[src/rtl/aes_sbox_sched_pkg.sv]
// Shared types and helpers for the masked S-box scheduler.
//   state_t     : scheduler FSM states
//   job_t       : which requester owns the S-box (key or state)
//   stage_t     : captured masked S-box result plus the masks used for it
//   unmask_vec  : maps the two mask bits to the 8-bit output mask of the S-box
package aes_sbox_sched_pkg;

    localparam int ST_BYTES_DEF  = 16;
    localparam int KEY_BYTES_DEF = 4;

    typedef enum logic [1:0] {IDLE, RUN, FLUSH, DONE} state_t;

    typedef enum logic {JOB_KEY, JOB_STATE} job_t;

    typedef struct packed {
        logic [7:0] out;
        logic       m1;
        logic       m2;
    } stage_t;

    // Output mask the S-box applies for a given (MASK1, MASK2) pair.
    function automatic logic [7:0] unmask_vec(input logic m1, input logic m2);
        return {1'b0, m2, m1, m1 ^ m2, m2, m1, 1'b0, m1 ^ m2};
    endfunction

endpackage

[src/rtl/aes_sbox_sched_arb.sv]
// Request arbiter for the S-box scheduler, evaluated while the FSM is idle.
//   clk, rst        : clock, async active-high reset
//   idle            : FSM is in IDLE (a grant is taken when any_req is high)
//   st_req, key_req : level requests
//   any_req         : at least one request pending
//   grant           : selected job type
// Build option SBOX_RR_ARB_EN: round-robin between the two requesters;
// otherwise the key requester always wins.
module aes_sbox_sched_arb
    import aes_sbox_sched_pkg::*;
(
    input  logic clk,
    input  logic rst,
    input  logic idle,
    input  logic st_req,
    input  logic key_req,
    output logic any_req,
    output job_t grant
);

    assign any_req = st_req | key_req;

`ifdef SBOX_RR_ARB_EN
    // 1 = the state requester was served last; starts at 1 so key goes first.
    logic last_st;

    always_ff @(posedge clk or posedge rst) begin
        if (rst)
            last_st <= 1'b1;
        else if (idle && any_req)
            last_st <= (grant == JOB_STATE);
    end

    always_comb begin
        grant = JOB_KEY;
        if (st_req && key_req)
            grant = last_st ? JOB_KEY : JOB_STATE;
        else if (st_req)
            grant = JOB_STATE;
    end
`else
    logic unused_arb;
    assign unused_arb = ^{clk, rst, idle};
    assign grant      = key_req ? JOB_KEY : JOB_STATE;
`endif

endmodule

[src/rtl/aes_sbox_sched.sv]
// Time-multiplexes one external masked AES S-box between a state requester
// (SubBytes, ST_BYTES bytes) and a key requester (SubWord, KEY_BYTES bytes).
// Each byte is driven with fresh masks, the masked result is captured in a
// one-deep stage and unmasked into the result register of the running job.
// Ports:
//   clk, rst                   : clock, async active-high reset
//   st_req/st_data             : state job request (level) and operand
//   st_ack/st_done/st_res      : accept pulse, done pulse, SubBytes result
//   key_req/key_data           : key job request (level) and operand
//   key_ack/key_done/key_res   : accept pulse, done pulse, SubWord result
//   rnd                        : fresh random bits, rnd[0]=MASK1, rnd[1]=MASK2
//   sbox_in/sbox_m1/sbox_m2    : operand and masks to the S-box
//   sbox_out                   : masked S-box output (combinational)
// Build option SBOX_RR_ARB_EN selects round-robin arbitration (see arbiter).
module aes_sbox_sched
    import aes_sbox_sched_pkg::*;
#(
    parameter int ST_BYTES  = ST_BYTES_DEF,
    parameter int KEY_BYTES = KEY_BYTES_DEF
) (
    input  logic                    clk,
    input  logic                    rst,
    input  logic                    st_req,
    input  logic [8*ST_BYTES-1:0]   st_data,
    output logic                    st_ack,
    output logic                    st_done,
    output logic [8*ST_BYTES-1:0]   st_res,
    input  logic                    key_req,
    input  logic [8*KEY_BYTES-1:0]  key_data,
    output logic                    key_ack,
    output logic                    key_done,
    output logic [8*KEY_BYTES-1:0]  key_res,
    input  logic [1:0]              rnd,
    output logic [7:0]              sbox_in,
    output logic                    sbox_m1,
    output logic                    sbox_m2,
    input  logic [7:0]              sbox_out
);

    localparam int CNT_W  = $clog2(ST_BYTES);
    localparam int KIDX_W = $clog2(KEY_BYTES);
    localparam int OPND_W = 8 * ST_BYTES;

    state_t                         state, state_nxt;
    job_t                           job, grant;
    logic                           any_req, accept, last_byte;
    logic [CNT_W-1:0]               cnt;
    logic [ST_BYTES-1:0][7:0]       opnd;
    logic                           stg_vld;
    stage_t                         stg;
    logic [CNT_W-1:0]               stg_idx;
    logic [ST_BYTES-1:0][7:0]       st_res_q;
    logic [KEY_BYTES-1:0][7:0]      key_res_q;
    logic                           st_ack_q, key_ack_q;
    logic [7:0]                     wb_byte;

    aes_sbox_sched_arb u_arb (
        .clk     (clk),
        .rst     (rst),
        .idle    (state == IDLE),
        .st_req  (st_req),
        .key_req (key_req),
        .any_req (any_req),
        .grant   (grant)
    );

    assign accept    = (state == IDLE) && any_req;
    assign last_byte = cnt == ((job == JOB_KEY) ? CNT_W'(KEY_BYTES - 1)
                                                : CNT_W'(ST_BYTES - 1));

    // ---------------- FSM ----------------
    always_ff @(posedge clk or posedge rst) begin
        if (rst)
            state <= IDLE;
        else
            state <= state_nxt;
    end

    always_comb begin
        state_nxt = state;
        unique case (state)
            IDLE:    if (any_req) state_nxt = RUN;
            RUN:     if (last_byte) state_nxt = FLUSH;
            FLUSH:   state_nxt = DONE;
            DONE:    state_nxt = IDLE;
            default: state_nxt = IDLE;
        endcase
    end

    // ---------------- S-box drive ----------------
    // Masks pass straight through so the S-box sees this cycle's fresh bits.
    assign sbox_in = (state == RUN) ? opnd[cnt] : 8'h00;
    assign sbox_m1 = (state == RUN) & rnd[0];
    assign sbox_m2 = (state == RUN) & rnd[1];

    assign wb_byte = stg.out ^ unmask_vec(stg.m1, stg.m2);

    // ---------------- datapath ----------------
    always_ff @(posedge clk or posedge rst) begin
        if (rst) begin
            job       <= JOB_KEY;
            cnt       <= '0;
            opnd      <= '0;
            stg_vld   <= 1'b0;
            stg       <= '0;
            stg_idx   <= '0;
            st_res_q  <= '0;
            key_res_q <= '0;
            st_ack_q  <= 1'b0;
            key_ack_q <= 1'b0;
        end else begin
            st_ack_q  <= accept && (grant == JOB_STATE);
            key_ack_q <= accept && (grant == JOB_KEY);

            stg_vld <= (state == RUN);
            if (state == RUN) begin
                stg     <= '{out: sbox_out, m1: sbox_m1, m2: sbox_m2};
                stg_idx <= cnt;
            end

            if (accept) begin
                job <= grant;
                cnt <= '0;
                if (grant == JOB_KEY)
                    opnd <= OPND_W'(key_data);
                else
                    opnd <= st_data;
            end else if (state == RUN) begin
                cnt <= cnt + CNT_W'(1);
            end

            // Only the running job's result register is ever written.
            if (stg_vld) begin
                if (job == JOB_STATE)
                    st_res_q[stg_idx] <= wb_byte;
                else
                    key_res_q[stg_idx[KIDX_W-1:0]] <= wb_byte;
            end
        end
    end

    assign st_ack   = st_ack_q;
    assign key_ack  = key_ack_q;
    assign st_done  = (state == DONE) && (job == JOB_STATE);
    assign key_done = (state == DONE) && (job == JOB_KEY);
    assign st_res   = st_res_q;
    assign key_res  = key_res_q;

endmodule

[config.mk]
export PLATFORM = sky130hd
export DESIGN_NAME = aes_sbox_sched
export DESIGN_NICKNAME = d
export VERILOG_FILES = /design/src/rtl/aes_sbox_sched_pkg.sv /design/src/rtl/aes_sbox_sched_arb.sv /design/src/rtl/aes_sbox_sched.sv
export SDC_FILE = /design/constraint.sdc
export NUM_CORES = 1
export LEC_CHECK = 0
export ABC_CLOCK_PERIOD_IN_PS = 14300
export CAP_MARGIN = 20
export CORE_MARGIN = 4
export CORE_UTILIZATION = 40
export CTS_BUF_LIST = sky130_fd_sc_hd__clkbuf_16
export DETAILED_ROUTE_END_ITERATION = 7
export PLACE_DENSITY = 0.65
export SLEW_MARGIN = 20
export SYNTH_ARGS = -nofsm -noshare
export SYNTH_HDL_FRONTEND = slang
export SYNTH_SLANG_ARGS = --single-unit
[constraint.sdc]
create_clock -name clk -period 14.3 [get_ports clk]
set_input_delay 2.145 -clock clk [delete_from_list [all_inputs] [get_ports clk]]
set_output_delay 2.145 -clock clk [all_outputs]
set_load 0.01 [all_outputs]
# Yosys cells after proc, flatten, opt, wreduce, memory -nomap -nowiden
# Index checks and enable logic that the tools add are counted.
[word_totals] output_inout_bits=174 inputBits=174 reg_bits=312 wordCells=93
[classes] mux=17 bitwise_logic=6 reduce_logical=12 add_sub_neg=1 magnitude_cmp=5 n_eq_ne=6
[op_table] cell="bitwise mux 128 bit" n=1
[op_table] cell="two-way mux 128 bit" n=1
[op_table] cell="binary-select mux 8 bit (select 4 bit)" n=1
[op_table] cell="bitwise mux 32 bit" n=1
[op_table] cell="demux 8 bit (select 4 bit)" n=1
[op_table] cell="two-way mux 8 bit" n=4
[op_table] cell="demux 8 bit (select 2 bit)" n=1
[op_table] cell="two-way mux 4 bit" n=3
[op_table] cell="less-than comparator 4 x 5 -> 1 bit (second input constant)" n=2
[op_table] cell="one-hot mux 2 bit (4 select lines)" n=1
[op_table] cell="XOR 8 x 7 -> 8 bit" n=1
[op_table] cell="logical AND 1 bit" n=7
[op_table] cell="AND reduction 2 bit" n=3
[op_table] cell="adder 4 x 1 -> 4 bit (second input constant)" n=1
[op_table] cell="equality test 2 bit (second input constant)" n=2
[op_table] cell="equality test 4 bit" n=1
[op_table] cell="greater-or-equal comparator 4 x 1 -> 1 bit (second input constant)" n=1
[op_table] cell="two-way mux 2 bit" n=2
[op_table] cell="!= test 2 bit (second input constant)" n=2
[op_table] cell="less-than comparator 2 x 3 -> 1 bit (second input constant)" n=1
[op_table] cell="bitwise AND 1 bit" n=2
[op_table] cell="equality test 2 x 1 -> 1 bit (second input constant)" n=1
[op_table] cell="greater-or-equal comparator 2 x 1 -> 1 bit (second input constant)" n=1
[op_table] cell="logical NOT 2 bit" n=1
[op_table] cell="other kinds (5)" n=5

# Logic depth before layout (Yosys ltp)
# Gate-level depths: netlist (run 1).
[logic_depth] ltp_word=5 mapped_depth=8

# Modules after synthesis
# A second synthesis (run 1) with hierarchy kept.
[unflattened] cells_unflattened=1219 area_unflattened_um2=13352.8
[modules_own_cells] mod="aes_sbox_sched" seq_area_each_um2=7807.5 n_inst=1 area_per_inst_um2=13342.8 cells_per_inst=1217
[modules_own_cells] mod="aes_sbox_sched_arb" seq_area_each_um2=0.0 n_inst=1 area_per_inst_um2=10.0 cells_per_inst=2

# Worst setup path before layout (run 1)
# Ideal clock, no wire load.
[synth_path] kind="input port to output port" start="input port rnd[0]" end="output port sbox_m1" path_slack_ns=9.845 arrival_ns=2.310 cell_stages=1 required_time_ns=12.155 path_cell_list="and2_1"
[synth_via] elab_chain_cells=1
[synth_lines] element="from (decl)" line="aes_sbox_sched.sv:33" source="input logic [1:0] rnd,"
[synth_lines] element="bitwise AND 1 bit" line="aes_sbox_sched.sv:93" source="assign sbox_m1 = (state == RUN) & rnd[0];"
[synth_lines] element="to (decl)" line="aes_sbox_sched.sv:35" source="output logic sbox_m1,"
# No other way between the ends.

# Final worst setup path (run 1)
[layout_path] start="register state[1]" end="output port sbox_in[1]"
[layout_via] elab_chain_cells=2
[layout_lines] element="from (decl)" line="aes_sbox_sched.sv:44" source="state_t state, state_nxt;"
[layout_lines] element="from (signal assigned)" line="aes_sbox_sched.sv:76" source="state <= state_nxt;"
[layout_lines] element="equality test 2 x 1 -> 1 bit" line="aes_sbox_sched.sv:92" source="assign sbox_in = (state == RUN) ? opnd[cnt] : 8'h00;"
[layout_lines] element="two-way mux 8 bit" line="aes_sbox_sched.sv:92"
[layout_lines] element="to (decl)" line="aes_sbox_sched.sv:34" source="output logic [7:0] sbox_in,"
# No other way between the ends.

==> results of run 1 <==
==> state kept, by name, indices dropped and copies added, names as in the netlist <==
name	flops
stg	10
job	1
key_ack	1
opnd	128
key_res	32
stg_idx	4
stg_vld	1
cnt	4
state	2
st_res	128
st_ack	1
==> where the power goes <==
group	switching, mW	internal [mW]
clock	0.355	0.507
sequential	0.259	1.18
combinational	0.683	0.660
==> Yosys cell counts (5+ instances only) <==
| master | number |
|---|---|
| and2_1 | 6 |
| xnor2_1 | 9 |
| ha_1 | 5 |
| mux4_2 | 12 |
| clkbuf_1 | 42 |
| nand2_1 | 156 |
| buf_2 | 41 |
| nand3_1 | 18 |
| buf_4 | 8 |
| mux2_2 | 94 |
| dfrtp_1 | 312 |
| nor2_1 | 80 |
| nor2b_1 | 5 |
| mux2i_1 | 73 |
| nand2b_1 | 104 |
| inv_1 | 5 |
| a22oi_1 | 25 |
| a21oi_1 | 60 |
| o21ai_0 | 149 |
==> area by class of cell <==
class / count / share of cell area, %
Clock inverter: 27 / 1.016
Tap cell: 448 / 3.034
Sequential cell: 312 / 42.27
Antenna cell: 1 / 0.01354
Multi-Input combinational cell: 818 / 29.09
Timing Repair Buffer: 362 / 19.39
Clock buffer: 37 / 5.011
Inverter: 5 / 0.1693
==> worst max-delay path, stage by stage, from the launching register on <==
cell	delay, ns
dfrtp_1	0.40
inv_1	0.09
ha_1	0.14
buf_4	0.31
nor2b_1	0.79
a22oi_1	0.20
o211ai_1	0.23
clkdlybuf4s50_1	0.62
==> stage by stage <==
stage | area (um2) | std cells
global route | 18480 | 2010
floorplan | 13600 | 1233
detailed placement | 17360 | 1945
finish | 18480 | 2010
CTS | 18470 | 2009
global placement | 17360 | 1945
==> routing by layer <==
layer  global-route usage, %  routed length (um)
met1                   26.50               16270
met2                   33.31               17770
met5                       0                  27
met3                   4.866                2768
met4                   4.114                 512
==> worst max-delay path by stage <==
stage | from | to | cells after the start | slack [ns]
finish | state[1] | sbox_in[1] | 7 | 8.86
global route | state[1] | sbox_in[1] | 7 | 8.54
CTS | cnt[1] | sbox_in[3] | 5 | 8.76
detailed placement | rnd[0] | sbox_m1 | 3 | 8.90
global placement | rnd[0] | sbox_m1 | 3 | 8.89
floorplan | rst | cnt[0] | 1 | 3.53
==> logic make-up (layout without fill, tap and decap cells) <==
| family | Yosys count | count (layout) |
|---|---|---|
| muxes | 179 | 179 |
| AOI/OAI and AO/OA | 241 | 241 |
| buffers and inverters | 103 | 431 |
| and+or+nand+nor | 383 | 383 |
| other | 0 | 1 |
| DFF | 312 | 312 |
| adders and majority gates | 5 | 5 |
| xor gates and xnor gates | 10 | 10 |
==> flow_summary.html, run 1 <==
<table>
<tr><th>Metric</th><th>Value</th></tr>
<tr><th colspan="2">Synthesis</th></tr>
<tr><td>Area fraction in compound gates after synthesis</td><td>9.451%</td></tr>
<tr><td>Cell count after synthesis</td><td>1,233</td></tr>
<tr><td>Register area share after synthesis</td><td>57.42%</td></tr>
<tr><td>Simple-Gate Fraction of Synth Area</td><td>13.36%</td></tr>
<tr><td>Count of state elements after synthesis</td><td>312</td></tr>
<tr><td>Cell area after technology mapping</td><td>13,600 um2</td></tr>
<tr><td>Synth Area per Inst</td><td>11.03 um2</td></tr>
<tr><td>Mapped Nets</td><td>1,412</td></tr>
<tr><td>Fraction of registers with async set or reset after synthesis</td><td>100.0%</td></tr>
<tr><td>Cell accounting for the most synthesized area</td><td>dfrtp_1</td></tr>
<tr><td>Number of warnings reported in the yosys synthesis log</td><td>0</td></tr>
<tr><td>Area share of fa/ha/maj cells after synthesis</td><td>0.4601%</td></tr>
<tr><td>Primary FF master, synth</td><td>dfrtp_1</td></tr>
<tr><td>XOR/XNOR share of the synthesized area</td><td>0.6442%</td></tr>
<tr><td>Unique cell type count in the Yosys netlist</td><td>37</td></tr>
<tr><td>Dominant combinational cell family by area after synthesis</td><td>multiplexers</td></tr>
<tr><td>Area contributors post-synth</td><td>dfrtp_1 (57%), mux2_2 (7.8%), o21ai_0 (5.5%)</td></tr>
<tr><td>EDFF count, synth</td><td>0</td></tr>
<tr><td>Top cell type's share of synthesized area</td><td>57.42%</td></tr>
<tr><td>Multiplexer share of the synthesized area</td><td>15.15%</td></tr>
<tr><th colspan="2">Routing</th></tr>
<tr><td>1st-iter DRT viols</td><td>413</td></tr>
<tr><td>Routed WL per cell</td><td>18.58 um</td></tr>
<tr><td>Routed Wire Length</td><td>37,340 um</td></tr>
<tr><td>Antenna Nets Post-Route</td><td>0</td></tr>
<tr><td>DRC violation count after routing</td><td>0</td></tr>
<tr><td>Number of detailed-route iterations in the first pass</td><td>6</td></tr>
<tr><td>Detailed-route vias per instance</td><td>4.903</td></tr>
<tr><td>Number of vias after detailed routing</td><td>9,855</td></tr>
<tr><th colspan="2">Finish</th></tr>
<tr><td>Most frequent cells in the layout</td><td>clkdlybuf4s50_1 (346), dfrtp_1 (311), nand2_1 (156), o21ai_0 (149), nand2b_1 (104)</td></tr>
<tr><td>Count of filler cells inserted in the layout</td><td>2,986</td></tr>
<tr><td>Sequential cell area in the final layout</td><td>7811 um2</td></tr>
<tr><td>Most common cell after layout, fill and taps aside</td><td>clkdlybuf4s50_1</td></tr>
<tr><td>Fin util</td><td>55.10%</td></tr>
<tr><td>Number of nets in the layout</td><td>1,714</td></tr>
<tr><td>Area growth, synth to finish</td><td>35.90%</td></tr>
<tr><td>Fraction of final layout cells with drive strength greater than 1</td><td>12.17%</td></tr>
<tr><td>Area taken by multi-input logic gates</td><td>5375 um2</td></tr>
<tr><th colspan="2">Die</th></tr>
<tr><td>Floorplan die width</td><td>192.4 um</td></tr>
<tr><td>Top-Level Pins</td><td>348</td></tr>
<tr><td>Row count</td><td>67</td></tr>
<tr><td>Vertical die dimension</td><td>192.4 um</td></tr>
<tr><td>Placeable Area</td><td>33,530 um2</td></tr>
<tr><td>Die area</td><td>37,010 um2</td></tr>
<tr><td>Effective utilization at floorplan</td><td>40.55%</td></tr>
<tr><th colspan="2">Critical path</th></tr>
<tr><td>Required time reported for the critical path endpoint</td><td>12.15 ns</td></tr>
<tr><td>Maximum fanout count along the critical path</td><td>25</td></tr>
<tr><td>Setup slack, reg-to-reg</td><td>11.14 ns</td></tr>
<tr><td>Worst path arrival time</td><td>3.30 ns</td></tr>
<tr><td>Reg-to-reg endpoint</td><td>opnd[94]</td></tr>
<tr><td>Start of the worst register-to-register path</td><td>state[0]</td></tr>
<tr><td>Type of destination of the critical path</td><td>output pin</td></tr>
<tr><td>R2R cell count</td><td>6</td></tr>
<tr><td>Sort of element at the start of the critical path</td><td>flip-flop</td></tr>
<tr><td>Critical path class</td><td>flip-flop to output pin</td></tr>
<tr><th colspan="2">Status</th></tr>
<tr><td>Outcome</td><td>complete, no violations</td></tr>
<tr><th colspan="2">Worst hold path</th></tr>
<tr><td>Number of stages on the worst hold path</td><td>2</td></tr>
<tr><td>Type of the most critical hold path</td><td>flip-flop to flip-flop</td></tr>
<tr><td>Worst hold path startpoint</td><td>opnd[84]</td></tr>
<tr><td>WHS Endpoint</td><td>opnd[84]</td></tr>
<tr><th colspan="2">Clock tree</th></tr>
<tr><td>Cts hold-fix bufs</td><td>0</td></tr>
<tr><td>Number of instances resized during post-cts repair</td><td>0</td></tr>
<tr><td>Clock Path Buffers</td><td>3</td></tr>
<tr><td>CTS tree</td><td>done</td></tr>
<tr><td>Worst-path clk slew</td><td>0.06 ns</td></tr>
<tr><td>Sink Count</td><td>312</td></tr>
<tr><td>Root buffer cell</td><td>clkbuf_16</td></tr>
<tr><td>Num CTS Buffers</td><td>36</td></tr>
<tr><td>Post-CTS setup-driven buffer insertion count</td><td>0</td></tr>
<tr><td>Source-to-sink clock delay at the later pin of the worst-skew pair</td><td>0.51 ns</td></tr>
<tr><td>Number of H-tree levels</td><td>2</td></tr>
<tr><th colspan="2">Placed design</th></tr>
<tr><td>Final Wtd Congestion</td><td>0.7820</td></tr>
<tr><td>HPWL reported at the end of detailed placement</td><td>27,070 um</td></tr>
<tr><td>I/O Buffers</td><td>347</td></tr>
<tr><td>Worst slack at placement</td><td>8.896 ns</td></tr>
<tr><th colspan="2">STA</th></tr>
<tr><td>Total count of max-transition violations in the final report</td><td>0</td></tr>
<tr><td>Final Hold Vio Count</td><td>0</td></tr>
<tr><td>Post-route clock skew</td><td>0.01153 ns</td></tr>
<tr><td>Actual slew at the worst max-slew pin</td><td>1.051 ns</td></tr>
<tr><td>Fmax</td><td>0.1837 GHz</td></tr>
<tr><td>Least setup slack across all paths after layout</td><td>8.857 ns</td></tr>
<tr><td>Final clock period utilization by the worst path</td><td>38.06%</td></tr>
<tr><td>Final setup vio count</td><td>0</td></tr>
<tr><td>Minimum clock period</td><td>5.443 ns</td></tr>
<tr><td>Sum of negative setup slack</td><td>0 ns</td></tr>
<tr><td>Final hold slack</td><td>0.4744 ns</td></tr>
<tr><td>Worst max-slew margin expressed relative to the limit</td><td>29.94%</td></tr>
<tr><td>Setup repair after global routing missed its margin</td><td>false</td></tr>
<tr><th colspan="2">Global routing</th></tr>
<tr><td>Global-route wire length before repair</td><td>57,010 um</td></tr>
<tr><td>Largest net degree at the start of global routing</td><td>150</td></tr>
<tr><td>Number of antenna violations at the first check in global routing</td><td>3</td></tr>
<tr><td>Overall overflow remaining after global route</td><td>0</td></tr>
<tr><td>Vias in the first global route</td><td>9,910</td></tr>
<tr><td>Global router's overall resource usage</td><td>19.88%</td></tr>
<tr><th colspan="2">Run</th></tr>
<tr><td>Number of maximum-capacitance violations</td><td>0</td></tr>
<tr><th colspan="2">Power</th></tr>
<tr><td>Power per unit of standard cell area</td><td>197.2 nW/um2</td></tr>
<tr><td>Total design power</td><td>3.644 mW</td></tr>
<tr><td>Maximum vdd drop</td><td>0.0001663 V</td></tr>
<tr><td>Leakage power</td><td>8.110 nW</td></tr>
</table>
(Power assumes the default switching activity.)
==> run 2, diff against run 1 <==
Settings changed: ABC_CLOCK_PERIOD_IN_PS 14300 to 5520.
Clock period 14.3 ns to 5.52 ns, I/O delays scaled along.
==> flow_summary.html, run 2 (synthesis results as in run 1) <==
<table>
<tr><th>Metric</th><th>Value</th></tr>
<tr><th colspan="2">Global routing</th></tr>
<tr><td>Vias in the first global route</td><td>10.16k</td></tr>
<tr><td>Largest net degree at the start of global routing</td><td>258</td></tr>
<tr><td>Global-route wire length before repair</td><td>59,600 um</td></tr>
<tr><td>Overall overflow remaining after global route</td><td>0</td></tr>
<tr><td>Number of antenna violations at the first check in global routing</td><td>4</td></tr>
<tr><td>Global router's overall resource usage</td><td>20.73%</td></tr>
<tr><th colspan="2">STA</th></tr>
<tr><td>Post-route clock skew</td><td>0.01503 ns</td></tr>
<tr><td>Worst max-slew margin expressed relative to the limit</td><td>30.80%</td></tr>
<tr><td>Final clock period utilization by the worst path</td><td>77.13%</td></tr>
<tr><td>Setup repair after global routing missed its margin</td><td>false</td></tr>
<tr><td>Total count of max-transition violations in the final report</td><td>0</td></tr>
<tr><td>Actual slew at the worst max-slew pin</td><td>1.038 ns</td></tr>
<tr><td>Final setup vio count</td><td>0</td></tr>
<tr><td>Final hold slack</td><td>0.4707 ns</td></tr>
<tr><td>Least setup slack across all paths after layout</td><td>1.263 ns</td></tr>
<tr><td>Fmax</td><td>0.2349 GHz</td></tr>
<tr><td>Sum of negative setup slack</td><td>0 ns</td></tr>
<tr><td>Final Hold Vio Count</td><td>0</td></tr>
<tr><td>Minimum clock period</td><td>4.257 ns</td></tr>
<tr><th colspan="2">Routing</th></tr>
<tr><td>Number of vias after detailed routing</td><td>10.01k</td></tr>
<tr><td>Detailed-route vias per instance</td><td>4.991</td></tr>
<tr><td>Routed WL per cell</td><td>19.28 um</td></tr>
<tr><td>Antenna Nets Post-Route</td><td>0</td></tr>
<tr><td>Number of detailed-route iterations in the first pass</td><td>5</td></tr>
<tr><td>Routed Wire Length</td><td>38,650 um</td></tr>
<tr><td>DRC violation count after routing</td><td>0</td></tr>
<tr><td>1st-iter DRT viols</td><td>553</td></tr>
<tr><th colspan="2">Finish</th></tr>
<tr><td>Area growth, synth to finish</td><td>35.98%</td></tr>
<tr><td>Most frequent cells in the layout</td><td>clkdlybuf4s50_1 (346), dfrtp_1 (311), nand2_1 (156), o21ai_0 (149), nand2b_1 (104)</td></tr>
<tr><td>Post-route cell area</td><td>18,490 um2</td></tr>
<tr><td>Number of nets in the layout</td><td>1,712</td></tr>
<tr><td>Fraction of final layout cells with drive strength greater than 1</td><td>11.89%</td></tr>
<tr><td>Final non-filler cell total</td><td>2,005</td></tr>
<tr><td>Fin util</td><td>55.14%</td></tr>
<tr><td>Most common cell after layout, fill and taps aside</td><td>clkdlybuf4s50_1</td></tr>
<tr><th colspan="2">Die</th></tr>
<tr><td>Die area</td><td>37,010 um2</td></tr>
<tr><td>Placeable Area</td><td>33,530 um2</td></tr>
<tr><td>Effective utilization at floorplan</td><td>40.55%</td></tr>
<tr><td>Row count</td><td>67</td></tr>
<tr><td>Top-Level Pins</td><td>348</td></tr>
<tr><td>Vertical die dimension</td><td>192.4 um</td></tr>
<tr><td>Floorplan die width</td><td>192.4 um</td></tr>
<tr><th colspan="2">Critical path</th></tr>
<tr><td>Cell-by-cell listing of the critical path</td><td>inv_1 &gt; ha_1 &gt; buf_4 &gt; nor2b_1 &gt; a22oi_1 &gt; o211ai_1 &gt; clkdlybuf4s50_1</td></tr>
<tr><td>Critical path's slowest cell</td><td>nor2b_1</td></tr>
<tr><td>Maximum fanout count along the critical path</td><td>25</td></tr>
<tr><td>Delay of the slowest cell on the worst path</td><td>0.81 ns</td></tr>
<tr><td>Type of destination of the critical path</td><td>output pin</td></tr>
<tr><td>Critical path's top delay family</td><td>buffers and inverters</td></tr>
<tr><td>Required time reported for the critical path endpoint</td><td>4.69 ns</td></tr>
<tr><td>Critical path class</td><td>flip-flop to output pin</td></tr>
<tr><td>Buffering stage count on the worst path with inverters included</td><td>3</td></tr>
<tr><td>Worst path arrival time</td><td>3.43 ns</td></tr>
<tr><td>Sort of element at the start of the critical path</td><td>flip-flop</td></tr>
<tr><th colspan="2">Clock tree</th></tr>
<tr><td>Source-to-sink clock delay at the later pin of the worst-skew pair</td><td>0.50 ns</td></tr>
<tr><td>Number of H-tree levels</td><td>2</td></tr>
<tr><td>CTS tree</td><td>done</td></tr>
<tr><td>Num CTS Buffers</td><td>35</td></tr>
<tr><td>Post-CTS setup-driven buffer insertion count</td><td>0</td></tr>
<tr><td>Cts hold-fix bufs</td><td>0</td></tr>
<tr><td>Clock Path Buffers</td><td>3</td></tr>
<tr><td>Sink Count</td><td>312</td></tr>
<tr><td>Worst-path clk slew</td><td>0.06 ns</td></tr>
<tr><td>Root buffer cell</td><td>clkbuf_16</td></tr>
<tr><td>Number of instances resized during post-cts repair</td><td>0</td></tr>
<tr><th colspan="2">Placed design</th></tr>
<tr><td>HPWL reported at the end of detailed placement</td><td>27,930 um</td></tr>
<tr><td>Worst slack at placement</td><td>1.742 ns</td></tr>
<tr><td>Placed instance count</td><td>1,943</td></tr>
<tr><td>I/O Buffers</td><td>347</td></tr>
<tr><td>Final Wtd Congestion</td><td>0.8008</td></tr>
<tr><td>Dpl cell area</td><td>17,380 um2</td></tr>
<tr><th colspan="2">Power</th></tr>
<tr><td>Clock power frac</td><td>23.3%</td></tr>
<tr><td>Combinational share of power</td><td>36.7%</td></tr>
<tr><td>Maximum vdd drop</td><td>0.0003435 V</td></tr>
<tr><td>Reported net switching power</td><td>3.389 mW</td></tr>
<tr><td>Flop pwr share</td><td>40.0%</td></tr>
<tr><td>Leakage power</td><td>8.097 nW</td></tr>
<tr><td>Fraction of power spent switching nets</td><td>35.78%</td></tr>
<tr><td>Power per unit of standard cell area</td><td>512.2 nW/um2</td></tr>
<tr><td>Pint</td><td>6.082 mW</td></tr>
<tr><td>Total design power</td><td>9.470 mW</td></tr>
<tr><th colspan="2">Run</th></tr>
<tr><td>Number of maximum-capacitance violations</td><td>0</td></tr>
<tr><th colspan="2">Status</th></tr>
<tr><td>Outcome</td><td>complete, no violations</td></tr>
<tr><th colspan="2">Worst hold path</th></tr>
<tr><td>Type of the most critical hold path</td><td>flip-flop to flip-flop</td></tr>
</table>
==> run 2: final timing paths <==
check	to	startpoint	cells after the start	slack, ns
min reg2reg	opnd[26]	opnd[26]	2	0.47
max reg2reg	st_res[111]	job	3	3.25
max	sbox_in[4]	state[1]	7	1.26
min	opnd[26]	opnd[26]	2	0.47
max in group asynchronous	st_res[25]	rst	4	3.59
min in group asynchronous	st_res[96]	rst	2	0.68
==> run 2: power groups by stage <==
stage               registers [mW]  logic (mW)  clock network [mW]
CTS                           3.80        3.52                2.27
detailed placement            3.84        3.51                   0
floorplan                     3.58        1.99                   0
finish                        3.79        3.48                2.21
global route                  3.90        3.83                2.37
global placement              3.81        3.41                   0
==> run 2: tightest hold or removal path: stages (launching register included) <==
cell and delay, ns:
dfrtp_1 0.34, nand2_1 0.04, o21ai_0 0.06
==> run 2: layout make-up <==
class / instances / area, um2
repair buffers: 361 / 3630
fillers: 2975 / 15040
inverters: 5 / 22.52
clock buffers: 37 / 925.9
diodes: 1 / 2.502
clock inverters: 23 / 156.4
well taps: 448 / 560.5
multi-input cells: 818 / 5380
flip-flops and latches: 312 / 7811
==> run 2: routing by layer <==
metal  up-vias  global-route usage [%]  part of all wire, %
met1      4785                   26.92                   41
li1       4795                       -                    -
met2       369                   35.34                   49
met3        52                   4.993                  8.0
met5         -                       0                 0.11
met4         6                   4.827                  2.0
==> run 3, diff against run 2 <==
Settings changed: ABC_CLOCK_PERIOD_IN_PS 5520 to 4200.
Clock period 5.52 ns to 4.2 ns, I/O delays scaled along.
==> flow_summary.html, run 3 (synthesis results as in run 1) <==
<table>
<tr><th>Metric</th><th>Value</th></tr>
<tr><th colspan="2">Global routing</th></tr>
<tr><td>Overall overflow remaining after global route</td><td>0</td></tr>
<tr><td>Vias in the first global route</td><td>10.41k</td></tr>
<tr><td>GRT Max-Usage Layer</td><td>met2</td></tr>
<tr><td>Global router's overall resource usage</td><td>21.03%</td></tr>
<tr><td>Number of antenna violations at the first check in global routing</td><td>3</td></tr>
<tr><td>GR Util met2</td><td>34.91%</td></tr>
<tr><td>Largest net degree at the start of global routing</td><td>258</td></tr>
<tr><td>Met3 track demand over resource in global routing</td><td>4.902%</td></tr>
<tr><td>Global-route wire length before repair</td><td>60,620 um</td></tr>
<tr><td>Global routing usage on met1</td><td>27.63%</td></tr>
<tr><th colspan="2">Routing</th></tr>
<tr><td>Routed WL per cell</td><td>19.35 um</td></tr>
<tr><td>Routed Wire Length</td><td>38,920 um</td></tr>
<tr><td>1st-iter DRT viols</td><td>471</td></tr>
<tr><td>Antenna Nets Post-Route</td><td>0</td></tr>
<tr><td>Number of detailed-route iterations in the first pass</td><td>5</td></tr>
<tr><td>Number of vias after detailed routing</td><td>10.03k</td></tr>
<tr><td>DRC violation count after routing</td><td>0</td></tr>
<tr><td>Detailed-route vias per instance</td><td>4.986</td></tr>
<tr><th colspan="2">STA</th></tr>
<tr><td>Fmax</td><td>0.2652 GHz</td></tr>
<tr><td>Final setup vio count</td><td>0</td></tr>
<tr><td>Least setup slack across all paths after layout</td><td>0.4292 ns</td></tr>
<tr><td>Actual slew at the worst max-slew pin</td><td>1.142 ns</td></tr>
<tr><td>Final hold slack</td><td>0.4768 ns</td></tr>
<tr><td>Final clock period utilization by the worst path</td><td>89.78%</td></tr>
<tr><td>Total count of max-transition violations in the final report</td><td>0</td></tr>
<tr><td>Final Hold Vio Count</td><td>0</td></tr>
<tr><td>Worst max-slew margin expressed relative to the limit</td><td>23.87%</td></tr>
<tr><td>Setup repair after global routing missed its margin</td><td>false</td></tr>
<tr><td>Post-route clock skew</td><td>0.01616 ns</td></tr>
<tr><td>Minimum clock period</td><td>3.771 ns</td></tr>
<tr><th colspan="2">Power</th></tr>
<tr><td>Power per unit of standard cell area</td><td>673.3 nW/um2</td></tr>
<tr><td>Flop pwr share</td><td>39.5%</td></tr>
<tr><td>Total design power</td><td>12.49 mW</td></tr>
<tr><td>Maximum vdd drop</td><td>0.0006564 V</td></tr>
<tr><td>Leakage power</td><td>8.129 nW</td></tr>
<tr><td>Combinational share of power</td><td>37.2%</td></tr>
<tr><td>Pint</td><td>7.987 mW</td></tr>
<tr><td>Clock power frac</td><td>23.3%</td></tr>
<tr><td>Reported net switching power</td><td>4.499 mW</td></tr>
<tr><td>Fraction of power spent switching nets</td><td>36.03%</td></tr>
<tr><th colspan="2">Critical path</th></tr>
<tr><td>Critical path class</td><td>flip-flop to output pin</td></tr>
<tr><td>Delay of the slowest cell on the worst path</td><td>0.87 ns</td></tr>
<tr><td>Type of destination of the critical path</td><td>output pin</td></tr>
<tr><td>Required time reported for the critical path endpoint</td><td>3.57 ns</td></tr>
<tr><td>Maximum fanout count along the critical path</td><td>40</td></tr>
<tr><td>Worst path arrival time</td><td>3.14 ns</td></tr>
<tr><td>Sort of element at the start of the critical path</td><td>flip-flop</td></tr>
<tr><td>Critical path startpoint</td><td>cnt[0]</td></tr>
<tr><td>Most numerous cell on the critical path</td><td>a22oi_1</td></tr>
<tr><td>Critical path's slowest cell</td><td>dfrtp_4</td></tr>
<tr><td>Start of the worst register-to-register path</td><td>job</td></tr>
<tr><td>Cell-by-cell listing of the critical path</td><td>buf_4 &gt; mux2i_1 &gt; a22oi_1 &gt; a22oi_1 &gt; o211ai_1 &gt; clkdlybuf4s50_1</td></tr>
<tr><th colspan="2">Die</th></tr>
<tr><td>Row count</td><td>67</td></tr>
<tr><td>Placeable Area</td><td>33,530 um2</td></tr>
<tr><td>Top-Level Pins</td><td>348</td></tr>
<tr><td>Vertical die dimension</td><td>192.4 um</td></tr>
<tr><td>Die area</td><td>37,010 um2</td></tr>
<tr><td>Floorplan die width</td><td>192.4 um</td></tr>
<tr><td>Effective utilization at floorplan</td><td>40.55%</td></tr>
<tr><th colspan="2">Finish</th></tr>
<tr><td>Post-route cell area</td><td>18,540 um2</td></tr>
<tr><td>Number of nets in the layout</td><td>1,717</td></tr>
<tr><td>Most common cell after layout, fill and taps aside</td><td>clkdlybuf4s50_1</td></tr>
<tr><td>Most frequent cells in the layout</td><td>clkdlybuf4s50_1 (346), dfrtp_1 (311), nand2_1 (156), o21ai_0 (149), nand2b_1 (104)</td></tr>
<tr><td>Fraction of final layout cells with drive strength greater than 1</td><td>12.11%</td></tr>
<tr><td>Fin util</td><td>55.30%</td></tr>
<tr><td>Area growth, synth to finish</td><td>36.39%</td></tr>
<tr><th colspan="2">Worst hold path</th></tr>
<tr><td>Type of the most critical hold path</td><td>flip-flop to flip-flop</td></tr>
<tr><td>Worst hold path startpoint</td><td>opnd[50]</td></tr>
<tr><th colspan="2">Clock tree</th></tr>
<tr><td>Post-CTS setup-driven buffer insertion count</td><td>0</td></tr>
<tr><td>Root buffer cell</td><td>clkbuf_16</td></tr>
<tr><td>Clock Path Buffers</td><td>3</td></tr>
<tr><td>Number of H-tree levels</td><td>2</td></tr>
<tr><td>Num CTS Buffers</td><td>35</td></tr>
<tr><td>Sink Count</td><td>312</td></tr>
<tr><td>CTS tree</td><td>done</td></tr>
<tr><td>Number of instances resized during post-cts repair</td><td>0</td></tr>
<tr><td>Cts hold-fix bufs</td><td>0</td></tr>
<tr><td>Worst-path clk slew</td><td>0.06 ns</td></tr>
<tr><td>Source-to-sink clock delay at the later pin of the worst-skew pair</td><td>0.52 ns</td></tr>
<tr><th colspan="2">Run</th></tr>
<tr><td>Number of maximum-capacitance violations</td><td>0</td></tr>
<tr><th colspan="2">Placed design</th></tr>
<tr><td>Worst slack at placement</td><td>0.9233 ns</td></tr>
<tr><td>Final Wtd Congestion</td><td>0.8337</td></tr>
<tr><td>HPWL reported at the end of detailed placement</td><td>28,490 um</td></tr>
<tr><td>I/O Buffers</td><td>347</td></tr>
<tr><td>Dpl cell area</td><td>17,460 um2</td></tr>
<tr><th colspan="2">Status</th></tr>
<tr><td>Outcome</td><td>complete, no violations</td></tr>
</table>
==> run 3: stage by stage <==
stage | setup TNS, ns | std cells
finish | 0 | 2011
global placement | 0 | 1949
global route | 0 | 2010
floorplan | -182.49 | 1233
CTS | 0 | 2009
detailed placement | 0 | 1949
==> run 3: path summary, 6_finish.rpt <==
kind | to | slack [ns] | cells after the start
worst max-delay path | sbox_in[1] | 0.43 | 6
worst min-delay path | opnd[50] | 0.48 | 2
worst max register to register | st_res[111] | 2.00 | 3
worst min register to register | opnd[50] | 0.48 | 2
max in group asynchronous | st_res[12] | 2.64 | 3
min in group asynchronous | st_res[112] | 0.64 | 2
==> run 3: area by class of cell <==
type / instances / area (um2)
Antenna cell: 2 / 5.005
Inverter: 5 / 22.52
Tap cell: 448 / 560.5
Sequential cell: 312 / 7811
Fill cell: 2919 / 14990
Multi-Input combinational cell: 818 / 5380
Clock inverter: 25 / 200.2
Clock buffer: 35 / 875.8
Timing Repair Buffer: 366 / 3689
==> run 3: worst max-delay path, delay by kind of cell (launching register included) <==
kind,cells,cell delay [ns]
compound gates,3,0.61
mux,1,0.12
flops,1,0.87
buf+inv,2,1.01
==> run 3: power by group through the flow <==
stage	combinational [mW]	sequential, mW	clock, mW
after floorplan	2.62	4.71	0
after global placement	4.57	4.98	0
after detailed placement	4.68	4.99	0
after CTS	4.69	4.94	2.99
after global routing	5.11	5.06	3.13
final	4.65	4.93	2.91
==> run 3: routing by layer <==
layer	vias to the layer above	wire length [um]
met3	66	2861
met4	2	1046
met1	4819	16720
met2	323	18270
li1	4817	-
met5	-	20
